--- config.mk ---
export PLATFORM = sky130hd
export DESIGN_NAME = ps2_key_event_ctrl
export DESIGN_NICKNAME = d
export VERILOG_FILES = /design/src/rtl/ps2_key_event_ctrl.sv
export SDC_FILE = /design/constraint.sdc
export NUM_CORES = 1
export LEC_CHECK = 0
export ABC_CLOCK_PERIOD_IN_PS = 4900
export CAP_MARGIN = 20
export CORE_AREA = 5 5 114 116
export CTS_CLUSTER_SIZE = 10
export DETAILED_ROUTE_END_ITERATION = 6
export DIE_AREA = 0 0 119 121
export PLACE_DENSITY = 0.71
export SLEW_MARGIN = 25
export SYNTH_ARGS = -nofsm -noshare
export SYNTH_HDL_FRONTEND = slang
export SYNTH_SLANG_ARGS = --single-unit
--- constraint.sdc ---
create_clock -name inclock -period 4.9 [get_ports inclock]
set_input_delay 0.98 -clock inclock [delete_from_list [all_inputs] [get_ports inclock]]
set_output_delay 0.98 -clock inclock [all_outputs]
set_load 0.1 [all_outputs]
--- src/rtl/ps2_key_event_ctrl.sv ---
// PS/2 scan-code decoder (E0/F0 prefix FSM) feeding an in-order key-event queue.
// Optional typematic repeat suppression is built when PS2_REPEAT_FILTER_EN is defined.
module ps2_key_event_ctrl #(
    parameter int FIFO_DEPTH = 8
) (
    input  logic       inclock,
    input  logic       resetn,
    input  logic [7:0] rx_data,
    input  logic       rx_valid,
    input  logic       evt_ready,
    output logic       evt_valid,
    output logic [7:0] evt_code,
    output logic [7:0] evt_ascii,
    output logic       evt_release,
    output logic       evt_ext,
    output logic [3:0] fifo_count,
    output logic       overflow
);

    localparam int                DATA_W   = 8;
    localparam int                PTR_W    = $clog2(FIFO_DEPTH);
    localparam logic [3:0]        FULL_CNT = 4'(FIFO_DEPTH);
    localparam logic [DATA_W-1:0] PFX_EXT  = 8'hE0;
    localparam logic [DATA_W-1:0] PFX_BRK  = 8'hF0;

    typedef enum logic [1:0] {IDLE, EXT, BRK, EXT_BRK} state_t;

    state_t            state;
    state_t            state_nxt;

    logic              dec_emit_p0;
    logic              dec_release_p0;
    logic              dec_ext_p0;
    logic [DATA_W-1:0] dec_ascii_p0;
    logic              repeat_hit_p0;

    logic [DATA_W-1:0] code_mem_p1  [FIFO_DEPTH];
    logic [DATA_W-1:0] ascii_mem_p1 [FIFO_DEPTH];
    logic              rel_mem_p1   [FIFO_DEPTH];
    logic              ext_mem_p1   [FIFO_DEPTH];
    logic [PTR_W-1:0]  wr_ptr;
    logic [PTR_W-1:0]  rd_ptr;

    logic              full;
    logic              pop;
    logic              push_req;
    logic              push;

    // Controller status/ack bytes that never belong to a key sequence.
    function automatic logic is_noise(input logic [DATA_W-1:0] b);
        logic r;
        r = (b == 8'h00) || (b == 8'hAA) || (b == 8'hFA) ||
            (b == 8'hFE) || (b == 8'hFF);
        return r;
    endfunction

    function automatic logic [DATA_W-1:0] ascii_of(input logic [DATA_W-1:0] code,
                                                   input logic              ext);
        logic [DATA_W-1:0] r;
        if (ext) begin
            r = 8'h00;
        end else begin
            case (code)
                8'h15:   r = 8'd81;
                8'h1C:   r = 8'd65;
                8'h32:   r = 8'd66;
                8'h21:   r = 8'd67;
                default: r = 8'd32;
            endcase
        end
        return r;
    endfunction

    // Stage p0: prefix decode of the incoming byte
    always_ff @(posedge inclock) begin
        if (!resetn) begin
            state <= IDLE;
        end else begin
            state <= state_nxt;
        end
    end

    always_comb begin
        state_nxt = state;
        if (rx_valid) begin
            if (is_noise(rx_data)) begin
                state_nxt = IDLE;
            end else if (rx_data == PFX_EXT) begin
                state_nxt = (state == BRK || state == EXT_BRK) ? EXT_BRK : EXT;
            end else if (rx_data == PFX_BRK) begin
                state_nxt = (state == EXT || state == EXT_BRK) ? EXT_BRK : BRK;
            end else begin
                state_nxt = IDLE;
            end
        end
    end

    always_comb begin
        dec_emit_p0    = rx_valid && !is_noise(rx_data) &&
                         (rx_data != PFX_EXT) && (rx_data != PFX_BRK);
        dec_release_p0 = (state == BRK) || (state == EXT_BRK);
        dec_ext_p0     = (state == EXT) || (state == EXT_BRK);
        dec_ascii_p0   = ascii_of(rx_data, dec_ext_p0);
    end

`ifdef PS2_REPEAT_FILTER_EN
    logic [DATA_W:0] last_make;
    logic            last_make_vld;
    logic            key_match;

    assign key_match     = last_make_vld && (last_make == {rx_data, dec_ext_p0});
    assign repeat_hit_p0 = !dec_release_p0 && key_match;

    // Remembers the last make that got through; its own break re-arms the key.
    always_ff @(posedge inclock) begin
        if (!resetn) begin
            last_make     <= '0;
            last_make_vld <= 1'b0;
        end else if (dec_emit_p0) begin
            if (!dec_release_p0 && !key_match) begin
                last_make     <= {rx_data, dec_ext_p0};
                last_make_vld <= 1'b1;
            end else if (dec_release_p0 && key_match) begin
                last_make_vld <= 1'b0;
            end
        end
    end
`else
    assign repeat_hit_p0 = 1'b0;
`endif

    // Stage p1: event queue
    assign full     = (fifo_count == FULL_CNT);
    assign pop      = evt_valid && evt_ready;
    assign push_req = dec_emit_p0 && !repeat_hit_p0;
    assign push     = push_req && (!full || pop);

    always_ff @(posedge inclock) begin
        if (!resetn) begin
            wr_ptr     <= '0;
            rd_ptr     <= '0;
            fifo_count <= '0;
            overflow   <= 1'b0;
            for (int i = 0; i < FIFO_DEPTH; i++) begin
                code_mem_p1[i]  <= '0;
                ascii_mem_p1[i] <= '0;
                rel_mem_p1[i]   <= 1'b0;
                ext_mem_p1[i]   <= 1'b0;
            end
        end else begin
            // When full with a pop, wr_ptr == rd_ptr: the head slot is refilled as it leaves.
            if (push) begin
                code_mem_p1[wr_ptr]  <= rx_data;
                ascii_mem_p1[wr_ptr] <= dec_ascii_p0;
                rel_mem_p1[wr_ptr]   <= dec_release_p0;
                ext_mem_p1[wr_ptr]   <= dec_ext_p0;
                wr_ptr               <= wr_ptr + 1'b1;
            end
            if (pop) begin
                rd_ptr <= rd_ptr + 1'b1;
            end
            if (push && !pop) begin
                fifo_count <= fifo_count + 4'd1;
            end else if (pop && !push) begin
                fifo_count <= fifo_count - 4'd1;
            end
            if (push_req && full && !pop) begin
                overflow <= 1'b1;
            end
        end
    end

    assign evt_valid   = (fifo_count != 4'd0);
    assign evt_code    = code_mem_p1[rd_ptr];
    assign evt_ascii   = ascii_mem_p1[rd_ptr];
    assign evt_release = rel_mem_p1[rd_ptr];
    assign evt_ext     = ext_mem_p1[rd_ptr];

endmodule

==> results of run 1 <==
-- stage by stage --
stage | utilization | worst slack (ns)
final | 0.6161 | 0.9178
after global routing | 0.6161 | 0.5738
after CTS | 0.6161 | 0.9223
after detailed placement | 0.5701 | 0.5167
after global placement | 0.5701 | 0.7124
after floorplan | - | 1.174
-- path summary, 6_finish.rpt --
kind                   end
max          fifo_count[3]
min          ext_mem_p1[3]
max reg2reg  fifo_count[3]
min reg2reg  ext_mem_p1[3]
-- power groups by stage --
stage	clock network, mW	registers [mW]	logic, mW
3_5_place_dp	0	1.43	1.15
6_report	1.19	1.41	1.14
2_1_floorplan	0	1.45	0.885
5_1_grt	1.25	1.42	1.20
3_3_place_gp	0	1.43	1.14
4_1_cts	1.20	1.41	1.15
-- per-layer routing --
metal | GRT usage | wire length, um
met5 | 0 | 0
met1 | 0.2958 | 6254
met4 | 0.05576 | 209
met3 | 0.05315 | 959
met2 | 0.3479 | 7300
-- sequential cells by signal, indices dropped and copies added, names as in the netlist, named ones only --
name	count
fifo_count	4
state	2
ascii_mem_p1	40
rd_ptr	3
rel_mem_p1	8
overflow	1
ext_mem_p1	8
code_mem_p1	64
wr_ptr	3
-- placed cells by master, fill, tap and decap left out, drive strengths merged, types with 2 or more instances in the layout --
cell type / n
nand2: 34
or4: 3
o21ai: 5
or3: 6
buf: 30
nor4: 3
nand3: 6
or4b: 3
nor3b: 2
nor2: 42
clkinv: 7
and2: 62
dfxtp: 32
clkbuf: 20
conb: 3
nor4b: 3
bufinv: 2
nor2b: 2
mux4: 30
mux2i: 18
edfxtp: 104
clkinvlp: 2
xnor2: 6
nor3: 22
a21oi: 5
mux2: 15
nand4: 2
a21boi: 2
inv: 5
nand3b: 2
ha: 5
clkdlybuf4s50: 17
nand2b: 3
-- final cells by class --
type | instances | area (sq um) | share of cell area
clock buffers | 20 | 436.7 | 0.06001
clock inverters | 10 | 106.4 | 0.01461
inverters | 6 | 22.52 | 0.003095
multi-input cells | 293 | 2367 | 0.3253
flip-flops and latches | 136 | 3765 | 0.5174
well taps | 147 | 183.9 | 0.02528
repair buffers | 47 | 395.4 | 0.05433
-- worst max-delay path, delay by kind of cell --
family                   cells  cell delay [ns]
XOR/XNOR                     1             0.09
adder cells (fa/ha/maj)      2             0.43
buffers and inverters        3             0.84
AND/OR/NAND/NOR              4             1.30
AO/OA/AOI/OAI                4             0.68
-- kinds of logic after synthesis --
family                   Yosys count  share of synthesized area
adder cells (fa/ha/maj)            6                    0.01301
flip-flops                       136                     0.5931
buffers and inverters             45                    0.03509
multiplexers                      63                     0.1615
AND/OR/NAND/NOR                  198                     0.1719
other                              1                  0.0005909
AO/OA/AOI/OAI                     17                    0.01656
XOR/XNOR                           6                   0.008281
==> metrics, run 1 <==
Overflow after GRT=0; CTS tree=yes; WL per Instance=22.34 um; max-cap check violation count=0; register area share after synthesis=0.5931; Finish-stage setup viols=0; gp weighted congestion=0.8711; status=finished clean; Pwr Density=513.9 nW/um^2; CP Launch Point=rx_data[2]; DP Area=6734 sq um; buffer type at the clock tree root=clkbuf_16; # hold bufs at CTS=0; RSZ-0062 raised after global routing=no; FF-to-FF path depth=10; Slew HR=0.3190; clock sink count=136; Internal Pwr Total=2.438 mW; Clock Skews=0.006491 ns; Synth warnings=0; post-synth top area share=0.4921; number of global-route vias before repair=3949; Critical Path RT=5.23 ns; clock network power share=0.319; Max Buffers Root-to-Sink=2; Hold Path Depth=2; placed cells=629; fmax=0.2511 GHz; CP startpoint kind=input pin; critical-path cell list=clkdlybuf4s50_1 > nor2_1 > nor4b_1 > o21ai_2 > nand3b_2 > inv_1 > ha_1 > inv_1 > ha_1 > a21o_1 > a21oi_1 > xnor2_1 > or3_1 > a21boi_0; Worst path slowest cell=clkdlybuf4s50_1; Yosys top cell by area=edfxtp_1; Power Total=3.740 mW; Post-synth EDFFs=104; CP Capture Type=flip-flop; via count=3962; 1st-iter DRT viols=442; antenna diode count=0; largest stage delay on the critical path=0.67 ns; PortBufs=32; Hold WS=0.4660 ns; LEAKAGE=2.691 nW; critical hold path startpoint=ext_mem_p1[3]; reg2reg start=fifo_count[3]; DRC Markers=0; Via-to-Cell Ratio=6.012; Layout Cells excl Fill=659; HP Class=reg -> reg; Final min period=3.982 ns; Worst-path clk slew=0.06 ns; Post-DRT Antenna Nets=0; setup TNS=0 ns; sequential power share=0.377; synthesized area per cell=13.45 sq um; ranking of synthesized cells by area=edfxtp_1, mux4_2, dfxtp_1; Rows=40; Cells after Synth=472; CTS buffer count=17; maximum VDD drop=412.0 uV; TritonRoute pass-1 iters=5; Final Max Tran Viols=0; Switching Power=1.302 mW; post-synthesis async set-or-reset flop share=0; post-CTS resize count=0; first-pass GRT wire length=23140 um; # IOs=36; Final HPWL DP=9765 um; Comb power frac=0.304; Nets=519; Area Growth Syn to Fin=14.67%; H-tree depth=4; Synth Flop Type=edfxtp_1; Starting Density=0.5373; Clock Latency Late Sink=0.41 ns; share of cells above drive strength 1=0.2188; Commonest cells post-synth=edfxtp_1, and2_1, nor2_1; Mapped Area=6346 sq um; Switching Fraction=0.3480; CP Max Fanout=13; die height=121 um; Worst Path Arrival=4.32 ns; die area=14400 sq um; largest net degree at the start of global routing=37; CORE AREA=11810 sq um; Slew @ Worst Pin=1.020 ns; post-synthesis register bit count=136; post-route cell area=7277 sq um; Worst R2R Setup Slack=2.24 ns; Final period util=0.8127; count leader, synth=edfxtp_1; total wire length=14720 um; Netlist cell types=48; critical path class=in -> reg; Filler Cell Count=918; initial antenna violation count=0; post-CTS setup buffer count=0; Chip Width=119 um; final hold vios=0; Total GRT Usage=0.2159
Note: power is estimated with default switching activity, not from simulation.
==> run 2: changes to the inputs <==
ABC_CLOCK_PERIOD_IN_PS = 4000   (was 4900)
clock period = 4 ns   (was 4.9 ns; I/O delays follow)
==> run 2 against run 1 <==
Against the previous run:
- routed wire length fell by 3.6%
- first-iteration DRC count is 22% lower
- clock skew increased by 0.0024 ns
- critical endpoint unchanged
- flip-flop and latch count stayed put
- combinational power increased by 24%
- die area is the same
- clock-buffer cell count unchanged
- sequential power up 23%
- largest power group is now clock
==> metrics, run 2 (synthesis results as in run 1) <==
total wire length=14190 um (-3.6%); Hold Path Depth=2 (unchanged); max reg flops=64 (unchanged); Finish-stage setup viols=0 (unchanged); first-pass GRT wire length=22560 um (-2.5%); CTS tree=yes; Power Total=5.081 mW (+36%); Total GRT Usage=0.2107 (-0.005206); largest net degree at the start of global routing=25 (-32%); HP Class=reg -> reg; die area=14400 sq um (unchanged); fin util=0.6446 (+0.02849); Area Growth Syn to Fin=19.97%; Worst-path clk slew=0.06 ns (about the same); Setup WS post-layout=0.5550 ns (-0.3627 ns); most frequent cells in the layout=edfxtp_1, and2_1, buf_4, nor2_1, nand2_1; Clock Latency Late Sink=0.42 ns (about the same); Starting Density=0.5373 (unchanged); Chip Width=119 um (unchanged); Hold WS=0.4664 ns (+0.0003750 ns); share of cells above drive strength 1=0.2519 (+0.03313); Via-to-Cell Ratio=5.739 (-4.5%); CP startpoint kind=input pin; post-route cell area=7614 sq um (+4.6%); via count=3897 (-1.6%); Final period util=0.8612; met3 Usage GRT=0.04615 (-0.006993); Final Max Tran Viols=0 (unchanged); RSZ-0062 raised after global routing=no; LEAKAGE=2.868 nW (+6.6%); register with the most flip-flops=code_mem_p1; Nets=537 (+3.5%); status=finished clean; critical path class=in -> reg; setup TNS=0 ns (unchanged); Worst Path Arrival=3.79 ns (-0.53 ns); CTS buffer count=17 (unchanged); H-tree depth=4 (unchanged); most common cell after layout, fill and taps aside=edfxtp_1; gp weighted congestion=0.8882 (+2.0%); Most Crowded Layer GR=met2; Critical Path RT=4.35 ns (-0.88 ns); antenna diode count=0 (unchanged); maximum VDD drop=506.3 uV (+23%); post-CTS resize count=0 (unchanged); critical hold path startpoint=ext_mem_p1[6]; Hold EP=ext_mem_p1[6]; # hold bufs at CTS=0 (unchanged); CORE AREA=11810 sq um (unchanged); Clock Skews=0.008855 ns (+0.002365 ns); Max Buffers Root-to-Sink=2 (unchanged); clock sink count=136 (unchanged); Slew HR=0.3290 (+0.01000); Overflow after GRT=0 (unchanged); r2r endpoint=fifo_count[3]; 1st-iter DRT viols=346 (-22%); Top Registers=code_mem_p1 (64), ascii_mem_p1 (40); Pwr Density=667.4 nW/um^2 (+30%); post-CTS setup buffer count=0 (unchanged); FF-to-FF path depth=10 (unchanged); DP Area=6882 sq um (+2.2%); number of global-route vias before repair=4028 (+2.0%); # IOs=36 (unchanged); WL per Instance=20.90 um (-6.4%); CP Capture Type=flip-flop; TritonRoute pass-1 iters=5 (unchanged); die height=121 um (unchanged); met2 usage=0.3589 (+0.01095); Rows=40 (unchanged); reg2reg start=fifo_count[0]; DRC Markers=0 (unchanged); Final min period=3.445 ns; met1 usage=0.2633 (-0.03250); Final HPWL DP=9295 um (-4.8%); initial antenna violation count=0 (unchanged); PortBufs=32 (unchanged); fmax=0.2903 GHz; Slew @ Worst Pin=1.003 ns (-0.01675 ns); placed cells=647 (+2.9%); Worst R2R Setup Slack=1.29 ns (-0.95 ns); DP Worst Slack=0.1382 ns (-0.3786 ns); final hold vios=0 (unchanged); Layout Cells excl Fill=679 (+3.0%); max-cap check violation count=0 (unchanged); buffer type at the clock tree root=clkbuf_16; CP Max Fanout=6 (-7); Post-DRT Antenna Nets=0 (unchanged)
## run 2: critical path: stages
cell and delay (ns):
clkdlybuf4s50_1 0.57, or4b_1 0.48, nor3_1 0.19, nor3_2 0.09, nand3b_2 0.11, inv_1 0.06
ha_1 0.20, inv_1 0.11, ha_1 0.24, a21o_1 0.18, a21oi_1 0.19, xnor2_1 0.10
or3_1 0.30, a21boi_0 0.16
## run 2: worst max-delay path by stage
stage	startpoint	endpoint	slack (ns)
6_report	rx_data[1]	fifo_count[3]	0.56
4_1_cts	flip-flop	evt_ascii[4]	0.55
5_1_grt	rx_data[3]	fifo_count[3]	0.33
2_1_floorplan	fifo_count[0]	fifo_count[3]	0.36
3_3_place_gp	rx_data[1]	fifo_count[3]	0.23
3_5_place_dp	rx_data[3]	fifo_count[3]	0.14
## run 2: layer usage
layer  wire (um)  up-vias
met4         253        0
met3         748       21
li1            -     1814
met5           0        -
met1        5853     1942
met2        7336      120
## run 2: final cells by class
cell class,count,area (sq um)
fill,917,4198
sequential,136,3765
multi-input combinational,293,2367
timing repair buffer,65,543.0
clock buffer,20,436.7
clock inverter,12,295.3
tap,147,183.9
inverter,6,22.52
## run 2: power breakdown
group          total (mW)  switching, mW  internal (mW)
Sequential           1.73          0.119           1.62
Clock                1.93          0.576           1.36
Combinational        1.41          0.925          0.488
==> run 3: changes to the inputs <==
CORE_AREA = 5 5 109 111   (was 5 5 114 116)
DIE_AREA = 0 0 114 116   (was 0 0 119 121)
PLACE_DENSITY = 0.77   (was 0.71)
==> run 3 against run 2 <==
Against the previous run:
- sequential share of layout area is 1.1 points higher
- non-clock buffer count is 1 lower
- fmax is 4.5% higher
- register-to-register slack better by 0.02 ns
- largest power group is now sequential cells
==> metrics, run 3 (synthesis results as in run 1) <==
register with the most flip-flops=code_mem_p1; met2 usage=0.3903 (+0.03144); share of cells above drive strength 1=0.2486 (-0.003292); Most Crowded Layer GR=met2; largest net degree at the start of global routing=32 (+28%); r2r endpoint=fifo_count[3]; Overflow after GRT=0 (unchanged); Max Buffers Root-to-Sink=2 (unchanged); reg2reg start=fifo_count[0]; final hold vios=0 (unchanged); die area=13220 sq um (-8.2%); CP Max Fanout=4 (-2); Worst R2R Setup Slack=1.31 ns (+0.02 ns); # hold bufs at CTS=0 (unchanged); status=finished clean; post-route cell area=7452 sq um (-2.1%); Clock Latency Late Sink=0.52 ns (+0.10 ns); DRC Markers=0 (unchanged); gp weighted congestion=0.8350 (-6.0%); fin util=0.6966 (+0.05201); number of global-route vias before repair=4179 (+3.7%); Worst-path clk slew=0.06 ns (about the same); Area Growth Syn to Fin=17.43%; antenna diode count=0 (unchanged); met3 Usage GRT=0.05431 (+0.008154); Pwr Density=616.8 nW/um^2 (-7.6%); CTS tree=yes; CP startpoint kind=input pin; Total GRT Usage=0.2379 (+0.02716); LEAKAGE=2.784 nW (-2.9%); # IOs=36 (unchanged); Hold WS=0.4702 ns (+0.003884 ns); most common cell after layout, fill and taps aside=edfxtp_1; CTS buffer count=17 (unchanged); CP Launch Point=rx_data[3]; total wire length=14480 um (+2.0%); Top Registers=code_mem_p1 (64), ascii_mem_p1 (40); Rows=38 (-5.0%); clock sink count=136 (unchanged); max-cap check violation count=0 (unchanged); fmax=0.3032 GHz (+4.5%); Nets=536 (-0.19%); RSZ-0062 raised after global routing=no; WL per Instance=21.58 um (+3.2%); Final HPWL DP=9382 um (+0.93%); buffer type at the clock tree root=clkbuf_8; FF-to-FF path depth=10 (unchanged); max reg flops=64 (unchanged); setup TNS=0 ns (unchanged); Finish-stage setup viols=0 (unchanged); Final min period=3.298 ns (-0.1471 ns); Slew HR=0.3405 (+0.01150); 1st-iter DRT viols=312 (-9.8%); Chip Width=114 um (-4.2%); die height=116 um (-4.1%); HP Class=reg -> reg; Via-to-Cell Ratio=5.939 (+3.5%); Critical Path RT=4.44 ns (+0.09 ns); post-CTS setup buffer count=0 (unchanged); Slew @ Worst Pin=0.9862 ns (-0.01720 ns); CORE AREA=10700 sq um (-9.4%); Final period util=0.8245 (-0.03678); Clock Skews=0.007592 ns (-0.001263 ns); critical hold path startpoint=rel_mem_p1[1]; initial antenna violation count=0 (unchanged); critical path class=in -> reg; maximum VDD drop=460.8 uV (-9.0%); Hold Path Depth=2 (unchanged); via count=3985 (+2.3%); Hold EP=rel_mem_p1[1]; Post-DRT Antenna Nets=0 (unchanged); DP Area=6909 sq um (+0.40%); Starting Density=0.5932 (+0.05593); TritonRoute pass-1 iters=5 (unchanged); CP Capture Type=flip-flop; met1 usage=0.3162 (+0.05291); most frequent cells in the layout=edfxtp_1, and2_1, buf_4, nor2_1, nand2_1; post-CTS resize count=0 (unchanged); PortBufs=32 (unchanged); Worst Path Arrival=3.74 ns (-0.05 ns); Filler Cell Count=760 (-17%); first-pass GRT wire length=23040 um (+2.1%); H-tree depth=4 (unchanged); Final Max Tran Viols=0 (unchanged)
==> run 3: per-stage QoR <==
stage	power (mW)	setup WS, ns	cells
floorplan	2.866	0.3566	474
global placement	3.179	0.2699	639
detailed placement	3.205	0.2057	639
CTS	4.623	0.6566	671
global route	4.772	0.4826	671
finish	4.596	0.7021	671
==> run 3: power breakdown <==
group | switching [mW] | total, mW | internal [mW]
clock network | 0.549 | 1.43 | 0.878
registers | 0.115 | 1.73 | 1.62
logic | 0.934 | 1.44 | 0.505
==> run 3: cell type report <==
| cell class | instances | area, sq um | share of cell area |
|---|---|---|---|
| Clock buffer | 22 | 432.9 | 0.05809 |
| Clock inverter | 10 | 103.9 | 0.01394 |
| Inverter | 6 | 22.52 | 0.003022 |
| Multi-Input combinational cell | 293 | 2380 | 0.3193 |
| Sequential cell | 136 | 3765 | 0.5052 |
| Tap cell | 140 | 175.2 | 0.02351 |
| Timing Repair Buffer | 64 | 573.1 | 0.07690 |
==> run 3: worst max-delay path by stage <==
stage                             end  cells past startpoint
global placement    code_mem_p1[4][1]                      9
finish                  fifo_count[3]                     14
detailed placement      fifo_count[3]                     14
floorplan               fifo_count[3]                     10
global route            fifo_count[3]                     14
CTS                       evt_code[0]                      4
==> run 3: metal layers <==
layer	routed length (um)	share of wire
met1	5594	0.39
met2	7290	0.50
met3	1248	0.086
met4	345	0.024
met5	0	0
==> run 3: worst max-delay path, cell delays in order <==
cell	delay [ns]
clkdlybuf4s50_1	0.48
nor2_1	0.23
nor4b_1	0.46
o21ai_2	0.14
nand3b_2	0.11
inv_1	0.06
ha_1	0.20
inv_1	0.12
ha_1	0.25
a21o_1	0.17
a21oi_1	0.16
xnor2_1	0.10
or3_1	0.30
a21boi_0	0.16
